$ cat src/rtl/check_scoreboard_pkg.sv
// Shared types and defaults for the check scoreboard.
// Holds the session FSM state enum, default sizes and a saturating adder.
package check_scoreboard_pkg;

   localparam logic [31:0] DEF_END_SIMULATION = 32'hffff;
   localparam int          DEF_FAIL_DEPTH     = 8;
   localparam int          DEF_ID_WIDTH       = 8;

   typedef enum logic [1:0] {
      ST_IDLE,
      ST_RUN,
      ST_REPORT,
      ST_DONE
   } state_e;

   // Counters stick at all-ones instead of wrapping.
   function automatic logic [31:0] sat_add(
      input logic [31:0] a,
      input logic [1:0]  inc
   );
      logic [32:0] s;
      s = {1'b0, a} + {31'b0, inc};
      return s[32] ? 32'hffff_ffff : s[31:0];
   endfunction

endpackage

$ cat src/rtl/check_scoreboard_fail_fifo.sv
// Synchronous FIFO holding failing check IDs.
// Ports: clk, rst, clr (flush), push/din, pop/dout, empty, full.
module fail_fifo #(
   parameter int DEPTH = 8,
   parameter int WIDTH = 8
) (
   input  logic             clk,
   input  logic             rst,
   input  logic             clr,
   input  logic             push,
   input  logic [WIDTH-1:0] din,
   input  logic             pop,
   output logic [WIDTH-1:0] dout,
   output logic             empty,
   output logic             full
);

   localparam int          AW       = $clog2(DEPTH);
   localparam logic [AW-1:0] PTR_ONE = AW'(1);
   localparam logic [AW:0] CNT_ONE  = (AW+1)'(1);
   localparam logic [AW:0] CNT_FULL = (AW+1)'(DEPTH);

   logic [WIDTH-1:0] r_mem [DEPTH];
   logic [AW-1:0]    r_wr;
   logic [AW-1:0]    r_rd;
   logic [AW:0]      r_cnt;
   logic             w_pop;
   logic             w_push;

   assign empty = (r_cnt == '0);
   assign full  = (r_cnt == CNT_FULL);
   assign dout  = r_mem[r_rd];

   // A pop frees a slot in the same cycle, so push+pop on full succeeds.
   assign w_pop  = pop && !empty;
   assign w_push = push && (!full || w_pop);

   always_ff @(posedge clk) begin
      if (rst || clr) begin
         r_wr  <= '0;
         r_rd  <= '0;
         r_cnt <= '0;
      end else begin
         if (w_push) r_wr <= r_wr + PTR_ONE;
         if (w_pop)  r_rd <= r_rd + PTR_ONE;
         if (w_push && !w_pop)
            r_cnt <= r_cnt + CNT_ONE;
         else if (w_pop && !w_push)
            r_cnt <= r_cnt - CNT_ONE;
      end
   end

   always_ff @(posedge clk) begin
      if (!rst && !clr && w_push)
         r_mem[r_wr] <= din;
   end

endmodule

$ cat src/rtl/check_scoreboard.sv
// Test-session scoreboard: counts check results, logs failing IDs.
// In: start/end_test, chk_* results, fail_ready. Out: counters, status, fail_* readout.
module check_scoreboard
   import check_scoreboard_pkg::*;
#(
   parameter logic [31:0] END_SIMULATION = DEF_END_SIMULATION,
   parameter int          FAIL_DEPTH     = DEF_FAIL_DEPTH,
   parameter int          ID_WIDTH       = DEF_ID_WIDTH
) (
   input  logic                clk,
   input  logic                rst,
   input  logic                start,
   input  logic                chk_valid,
   input  logic                chk_mode,
   input  logic [ID_WIDTH-1:0] chk_id,
   input  logic [31:0]         chk_value,
   input  logic [31:0]         chk_expected,
   input  logic                end_test,
   output logic [31:0]         tests_done,
   output logic [31:0]         tests_failed,
   output logic                busy,
   output logic                report_valid,
   output logic                all_passed,
   output logic                timeout,
   output logic                fail_valid,
   output logic [ID_WIDTH-1:0] fail_id,
   input  logic                fail_ready,
   output logic                fail_overflow
);

   state_e      r_state;
   state_e      w_next;
   logic [31:0] r_cyc;
   logic [31:0] r_done;
   logic [31:0] r_failed;
   logic        r_timeout;
   logic        r_ovf;

   logic        w_enter_run;
   logic        w_tmo;
   logic        w_count;
   logic        w_chk_fail;
   logic        w_push;
   logic        w_pop;
   logic        w_empty;
   logic        w_full;
   logic [1:0]  w_fail_inc;

   assign w_chk_fail = chk_mode ? (chk_value != chk_expected)
                                : !chk_value[0];

   // A restart in RUN wins over end_test, timeout and the check.
   assign w_count = (r_state == ST_RUN) && chk_valid && !start;
   assign w_tmo   = (r_state == ST_RUN) && !start && !end_test
                 && (r_cyc == END_SIMULATION - 32'd1);

   assign w_push     = w_count && w_chk_fail;
   assign w_pop      = fail_valid && fail_ready;
   assign w_fail_inc = {1'b0, w_push} + {1'b0, w_tmo};

   always_ff @(posedge clk) begin
      if (rst) r_state <= ST_IDLE;
      else     r_state <= w_next;
   end

   always_comb begin
      w_next      = r_state;
      w_enter_run = 1'b0;
      unique case (r_state)
         ST_IDLE: begin
            if (start) begin
               w_next      = ST_RUN;
               w_enter_run = 1'b1;
            end
         end
         ST_RUN: begin
            if (start) begin
               w_next      = ST_RUN;
               w_enter_run = 1'b1;
            end else if (end_test || w_tmo) begin
               w_next = ST_REPORT;
            end
         end
         ST_REPORT: begin
            w_next = ST_DONE;
         end
         ST_DONE: begin
            if (start) begin
               w_next      = ST_RUN;
               w_enter_run = 1'b1;
            end
         end
         default: begin
            w_next = ST_IDLE;
         end
      endcase
   end

   always_ff @(posedge clk) begin
      if (rst || w_enter_run) begin
         r_cyc     <= '0;
         r_done    <= '0;
         r_failed  <= '0;
         r_timeout <= 1'b0;
         r_ovf     <= 1'b0;
      end else if (r_state == ST_RUN) begin
         r_cyc    <= r_cyc + 32'd1;
         r_done   <= sat_add(r_done, {1'b0, w_count});
         r_failed <= sat_add(r_failed, w_fail_inc);
         if (w_tmo)
            r_timeout <= 1'b1;
         if (w_push && w_full && !w_pop)
            r_ovf <= 1'b1;
      end
   end

   fail_fifo #(
      .DEPTH (FAIL_DEPTH),
      .WIDTH (ID_WIDTH)
   ) u_fail_fifo (
      .clk   (clk),
      .rst   (rst),
      .clr   (w_enter_run),
      .push  (w_push),
      .din   (chk_id),
      .pop   (w_pop),
      .dout  (fail_id),
      .empty (w_empty),
      .full  (w_full)
   );

   assign fail_valid    = !w_empty;
   assign tests_done    = r_done;
   assign tests_failed  = r_failed;
   assign timeout       = r_timeout;
   assign fail_overflow = r_ovf;
   assign busy          = (r_state == ST_RUN);
   assign report_valid  = (r_state == ST_REPORT);
   assign all_passed    = ((r_state == ST_REPORT) || (r_state == ST_DONE))
                       && (r_failed == '0);

endmodule
$ cat config.mk
export PLATFORM = sky130hd
export DESIGN_NAME = check_scoreboard
export DESIGN_NICKNAME = d
export VERILOG_FILES = /design/src/rtl/check_scoreboard_pkg.sv /design/src/rtl/check_scoreboard_fail_fifo.sv /design/src/rtl/check_scoreboard.sv
export SDC_FILE = /design/constraint.sdc
export NUM_CORES = 1
export LEC_CHECK = 0
export ABC_AREA = 1
export CAP_MARGIN = 20
export CORE_AREA = 2 2 184 186
export CTS_CLUSTER_SIZE = 14
export DETAILED_ROUTE_END_ITERATION = 8
export DIE_AREA = 0 0 186 188
export PLACE_DENSITY = 0.54
export SLEW_MARGIN = 20
export SYNTH_ARGS = -nofsm -noshare
export SYNTH_HDL_FRONTEND = slang
export SYNTH_SLANG_ARGS = --single-unit
$ cat constraint.sdc
create_clock -name clk -period 6.47 [get_ports clk]
set_clock_uncertainty 0.15 [all_clocks]
set_input_delay 1.294 -clock clk [delete_from_list [all_inputs] [get_ports clk]]
set_output_delay 1.294 -clock clk [all_outputs]
set_load 0.02 [all_outputs]
# Yosys cells after proc, flatten, opt, wreduce, memory -nomap -nowiden
# Memories as Yosys holds them, arrays and structs flattened. A register that Yosys moved wholly into a read port is not among the register bits.
# Index checks and enable logic that the tools add are counted.
dict set report classes {
  n_addsub 8
  n_eq_ne 8
  n_mux 15
  n_reduce_logical 39
}
# cell n
set ops {}
lappend ops {{$mux W32} 2}
lappend ops {{$add A32 B1 Y33} 1}
lappend ops {{$add A32 B2 Y33} 1}
lappend ops {{$add A32 B1 Y32 const B} 1}
lappend ops {{$eq A32 B16 Y1 const B} 1}
lappend ops {{$logic_not A32 Y1} 1}
lappend ops {{$ne A32 B32 Y1} 1}
lappend ops {{$logic_and A1 B1 Y1} 16}
lappend ops {{$logic_not A1 Y1} 10}
lappend ops {{$mux W4} 2}
lappend ops {{$add A3 B1 Y3 const B} 2}
lappend ops {{$mux W2} 3}
lappend ops {{$mux W3} 2}
lappend ops {{$pmux W2 S3} 1}
lappend ops {{$reduce_and A2 Y1} 3}
lappend ops {{$mux W1} 5}
lappend ops {{$add A4 B1 Y4 const B} 1}
lappend ops {{$eq A2 B2 Y1 const B} 2}
lappend ops {{$eq A4 B4 Y1 const B} 1}
lappend ops {{$logic_not A4 Y1} 1}
lappend ops {{$logic_or A1 B1 Y1} 4}
lappend ops {{$sub A4 B1 Y4 const B} 1}
lappend ops {{$ne A3 B2 Y1 const B} 1}
lappend ops {{$reduce_or A3 Y1} 1}
lappend ops {{6 further kinds} 6}
dict set report word_totals {
  regBits 110
  mem_bits_rw 64
  inputBits 79
  elab_cells 80
  memories 1
}
# memory depth width rd rd_ports_with_merged_regs write_ports line_no
set memory_table {}
lappend memory_table {u_fail_fifo.r_mem 8 8 1 1 1 check_scoreboard_fail_fifo.sv:23} ;# logic [WIDTH-1:0] r_mem [DEPTH];

# Longest topological paths before layout
dict set report logic_depth {
  depth_word 10
  ltp_mapped 22
}

# Modules after synthesis
# From an unflattened synthesis, not the netlist that was laid out.
dict set report unflattened {
  hier_cells 1338
  hier_area_um2 9989.6
}
# mod n_inst cells_each area_each_um2 seq_area_each_um2
set by_module_without_submodules {}
lappend by_module_without_submodules {check_scoreboard 1 1020 6623.9 2001.9}
lappend by_module_without_submodules {fail_fifo 1 318 3365.7 2182.1}

# Worst setup path before layout
# No wires, ideal clock.
dict set report synth_timing {
  path_type {input -> register}
  startpoint {in chk_expected[23]}
  endpoint {reg r_failed[3], in the netlist tests_failed[3]}
  setup_time_ns 0.070
  arrival_time_ns 3.529
  required_time_ns 6.250
  path_slack_ns 2.721
  stages 16
  n_path_buf 1
  cell_sequence {inv_1 or2_2 nand4_1 nor2_1 nand3_1 nand2_1 fa_1 inv_1 ha_1 nand2_1 nor2_2 nand3_2 nor2_4 nand4_4 clkbuf_8 a21oi_1}
}
dict set report synth_between {
  elab_chain_cells 6
}
# item line_no
set synth_rtl {}
lappend synth_rtl {{start: declaration} check_scoreboard.sv:17} ;# input logic [31:0] chk_expected,
lappend synth_rtl {{$ne A32 B32 Y1} check_scoreboard.sv:49} ;# assign w_chk_fail = chk_mode ? (chk_value != chk_expected)
lappend synth_rtl {{$mux W1} check_scoreboard.sv:49}
lappend synth_rtl {{$logic_and A1 B1 Y1} check_scoreboard.sv:57} ;# assign w_push = w_count && w_chk_fail;
lappend synth_rtl {{$add A1 B1 Y2} check_scoreboard.sv:59} ;# assign w_fail_inc = {1'b0, w_push} + {1'b0, w_tmo};
lappend synth_rtl {{$add A32 B2 Y33} check_scoreboard_pkg.sv:22} ;# s = {1'b0, a} + {31'b0, inc};
lappend synth_rtl {{$mux W32} check_scoreboard_pkg.sv:23} ;# return s[32] ? 32'hffff_ffff : s[31:0];
lappend synth_rtl {{end signal: assignment} check_scoreboard.sv:109} ;# r_failed <= sat_add(r_failed, w_fail_inc);
lappend synth_rtl {{end: declaration} check_scoreboard.sv:35} ;# logic [31:0] r_failed;
# Every way passes these cells.
# A chain may end at the register's enable or synchronous reset.

# Worst setup path in the final report
dict set report layout_timing {
  startpoint {in start}
  endpoint {reg r_failed[19], in the netlist tests_failed[19]}
}
dict set report layout_between {
  elab_chain_cells 7
  word_cells_on_any_way 12
  cone_classes {add/sub: 2; mux: 3; reduce/logical: 7}
}
# item line_no
set layout_rtl {}
lappend layout_rtl {{start: declaration} check_scoreboard.sv:12} ;# input logic start,
lappend layout_rtl {{$logic_not A1 Y1} {check_scoreboard.sv:53, check_scoreboard.sv:54}}
lappend layout_rtl {{$logic_and A1 B1 Y1 (2 in series)} check_scoreboard.sv:54} ;# assign w_tmo = (r_state == ST_RUN) && !start && !end_test
lappend layout_rtl {{$logic_and A1 B1 Y1} check_scoreboard.sv:55} ;# && (r_cyc == END_SIMULATION - 32'd1);
lappend layout_rtl {{$add A1 B1 Y2} check_scoreboard.sv:59}
lappend layout_rtl {{$add A32 B2 Y33} check_scoreboard_pkg.sv:22}
lappend layout_rtl {{$mux W32} check_scoreboard_pkg.sv:23}
# Several ways; a longest one is shown, not always the timed one.

==> results by group <==
Run status
  – Status: complete, no violations

Global route
  – GRT Total Usage: 15.5%
  – Vias in the first global route: 8,336
  – M3 GR Usage: between 3 and 4%
  – Global-route wire length before repair: 43,000 um
  – Busiest grt layer: met2
  – Largest net degree at the start of global routing: 39
  – Antenna violations before repair: 0
  – Overflow after GRT: 0
  – Met2 usage: 25.6%
  – Met1 usage: 20.2%

Yosys
  – YS warnings: 0
  – Area fraction of the dominant cell type after synthesis: 23.8%
  – Top cell type by total area after synthesis: dfxtp_1
  – Count of cell types in the netlist: 43
  – Post-synth EDFFs: 64
  – Largest cells by area after synthesis: dfxtp_1, edfxtp_1, nand2_1
  – Async SR Flop Fraction: 0%
  – Most common cell in the netlist: nand2_1
  – Sequential element share of the synthesized area: 44.0%
  – Syn Nets: ~1.3k
  – Flop and latch count out of synthesis: 177
  – Synthesized area per cell: 7.58 um^2
  – Post-Syn Area: 9500 um^2
  – Main synth FF type: dfxtp_1
  – Synth cell count leaders: nand2_1, nor2_1, inv_1, dfxtp_1, a21oi_1
  – Mapped Cells: 1,254

Floorplan
  – Ports: about 160
  – Die W: between 150 and 200 um
  – Placeable Area: roughly 33,000 um^2
  – Starting Density: 28.7%
  – Die area: 35,000 um^2
  – Die H: between 150 and 200 um
  – Rows: 67

Route
  – Routed vias/inst: ~4.6
  – DRT iter0 DRCs: 434
  – Drt total wl: about 26,000 um
  – Drt pass-1 iters: 4
  – Final antenna-violating net count: 0
  – DRC errors left: 0
  – Wire per inst: around 14 um
  – Vias after detailed routing: 8,561

Critical path
  – CP Max Fanout: 24
  – Slowest CP cell: clkdlybuf4s50_1
  – R2R cell count: 16
  – CP Depth: 16
  – CP delay by family, top: simple AND/OR/NAND/NOR gates
  – Critical path origin: start
  – Buf/Inv on CP: 4
  – Crit-path max cell delay: 0.49 ns
  – Crit end category: flop
  – WS Path Type: in -> reg
  – Nature of the critical path startpoint: input pin
  – Crit-path cells: clkdlybuf4s50_1 > inv_1 > nand3_1 > a21oi_1 > nand2_1 > fa_1 > inv_1 > ha_1 > nand2_1 > nor2_2 > nand3_2 > nor2_4 > nand4_4 > nand2_1 > o21ai_0 > inv_1
  – R2R Path Start: r_state[0]
  – WP data required: 6.70 ns
  – Crit path DAT: 4.84 ns

Pwr
  – Pwr/cell area: ~200 nW/um^2
  – Lkg Pwr: between 4 and 5 nW
  – Max VDD drop: between 0.15 and 0.2 mV

Finish
  – Final Instance Area: 12,100 um^2
  – Register area: 4180 um^2
  – Share of layout cells above drive strength 1: 5.01%
  – Multi-input combinational cell area: 4590 um^2
  – Syn-to-layout area delta: 27.2%
  – # fillers: 3,481
  – N_diodes: 0
  – Final #Nets: roughly 1.5k

Timing
  – Final TNS setup: 0 ns
  – Period Utilization, post-route: 71.2%
  – Setup violators final: 0
  – Slew Limit Fails: 0
  – Fmax: about 220 MHz
  – Fin crit period: 4.61 ns
  – Max-slew headroom: 39.1%
  – Final hold violations: 0
  – RSZ-0062 raised after global routing: false
  – Worst-Margin Slew: 0.910 ns

Clock network
  – CTS tree: yes
  – CTS Buf Count: 17
  – CTS Sinks: 177
  – Clk buf depth: 2
  – Worst-Skew Late Latency: 0.44 ns
  – H-tree levels: 4
  – CTS Root Cell: clkbuf_16
  – # hold bufs at CTS: 0
  – Cts repair resizes: 0
  – Worst-path clk slew: 0.07 ns
  – Total setup buffers inserted after CTS: 0

Min path
  – Hold_sp: fail_overflow
  – Hold WC Path Type: reg -> reg
  – Hold-critical path depth: 2

Placed design
  – Placed instance area: 11,500 um^2
  – Gpl congestion: 0.858
  – IO buf count: 156
  – DP Wirelength: 19,400 um

Job
  – Max Cap Viol: 0
[power breakdown]
group	internal, W	leakage, nW	total [W]	switching, W
clock	0.000548	0.276	0.00102	0.000471
combinational	0.0000992	2.63	0.000227	0.000128
sequential	0.00116	1.49	0.00117	0.00000961
[registers in the layout (all words and copies together), names as in the netlist, named ones only]
register           cells
fail_overflow          1
r_cyc                 32
r_state                2
tests_done            32
tests_failed          32
timeout                1
u_fail_fifo.r_cnt      4
u_fail_fifo.r_mem     64
u_fail_fifo.r_rd       3
u_fail_fifo.r_wr       3
[cell usage in the layout, fill, tap and decap left out, types with 3 or more instances in the layout]
master,synthesis,routed
nand2_1,248,248
nor2_1,194,194
clkdlybuf4s50_1,0,156
inv_1,155,154
dfxtp_1,113,113
a21oi_1,83,82
nand3_1,74,74
o21ai_0,71,71
edfxtp_1,64,64
xor2_1,43,43
nor3_1,34,34
nand4_1,27,27
xnor2_1,20,20
clkbuf_16,0,17
a31oi_1,14,14
ha_1,14,14
nor4_1,11,11
o22ai_1,9,9
nor2_4,7,7
nor2_2,6,6
inv_6,0,5
inv_2,3,4
nand3b_1,4,4
buf_4,0,4
or2_2,3,3
a211oi_1,3,3
nand3_2,3,3
clkinv_4,0,3
[area by class of cell]
class                   count  area share, %
well taps                 448           4.64
clock buffers              19           3.66
clock inverters            13           1.05
repair buffers            160           13.2
inverters                 158           4.91
flip-flops and latches    177           34.6
multi-input cells         890           38.0
[tightest hold or removal path, cell delays in order (launching register included)]
cell,delay [ns]
dfxtp_1,0.31
inv_1,0.05
a21oi_1,0.05
[final timing paths]
check | endpoint | slack (ns)
max | tests_failed[19] | 1.86
min | fail_overflow | 0.31
max reg2reg | tests_failed[19] | 2.28
min reg2reg | fail_overflow | 0.31
[metrics by stage]
step	hold slack (ns)	util (%)	cells	power, W	setup WS (ns)
after detailed placement	0.298	34.8	1833	0.00142	1.30
after global routing	0.331	36.5	1865	0.00251	1.47
after floorplan	0.283	-	1254	0.00131	2.72
final	0.306	36.5	1865	0.00241	1.86
after CTS	0.311	36.5	1865	0.00244	1.75
after global placement	0.294	34.8	1833	0.00142	1.36
[cells by family (layout without fill, tap and decap cells)]
group,count (synthesis),in the layout,synth area share (%)
DFF,177,177,44.0
buffers and inverters,187,350,7.76
AOI/OAI and AO/OA,184,184,10.2
xor gates and xnor gates,63,63,5.81
adders and majority gates,16,16,2.27
and+or+nand+nor,627,627,29.9
[layer usage]
layer	vias to the layer above	wire (um)
met5	-	0
met4	0	408
met3	27	1120
met2	154	12300
li1	4433	-
met1	3947	12400
Note: power is estimated with default switching activity, not from simulation.
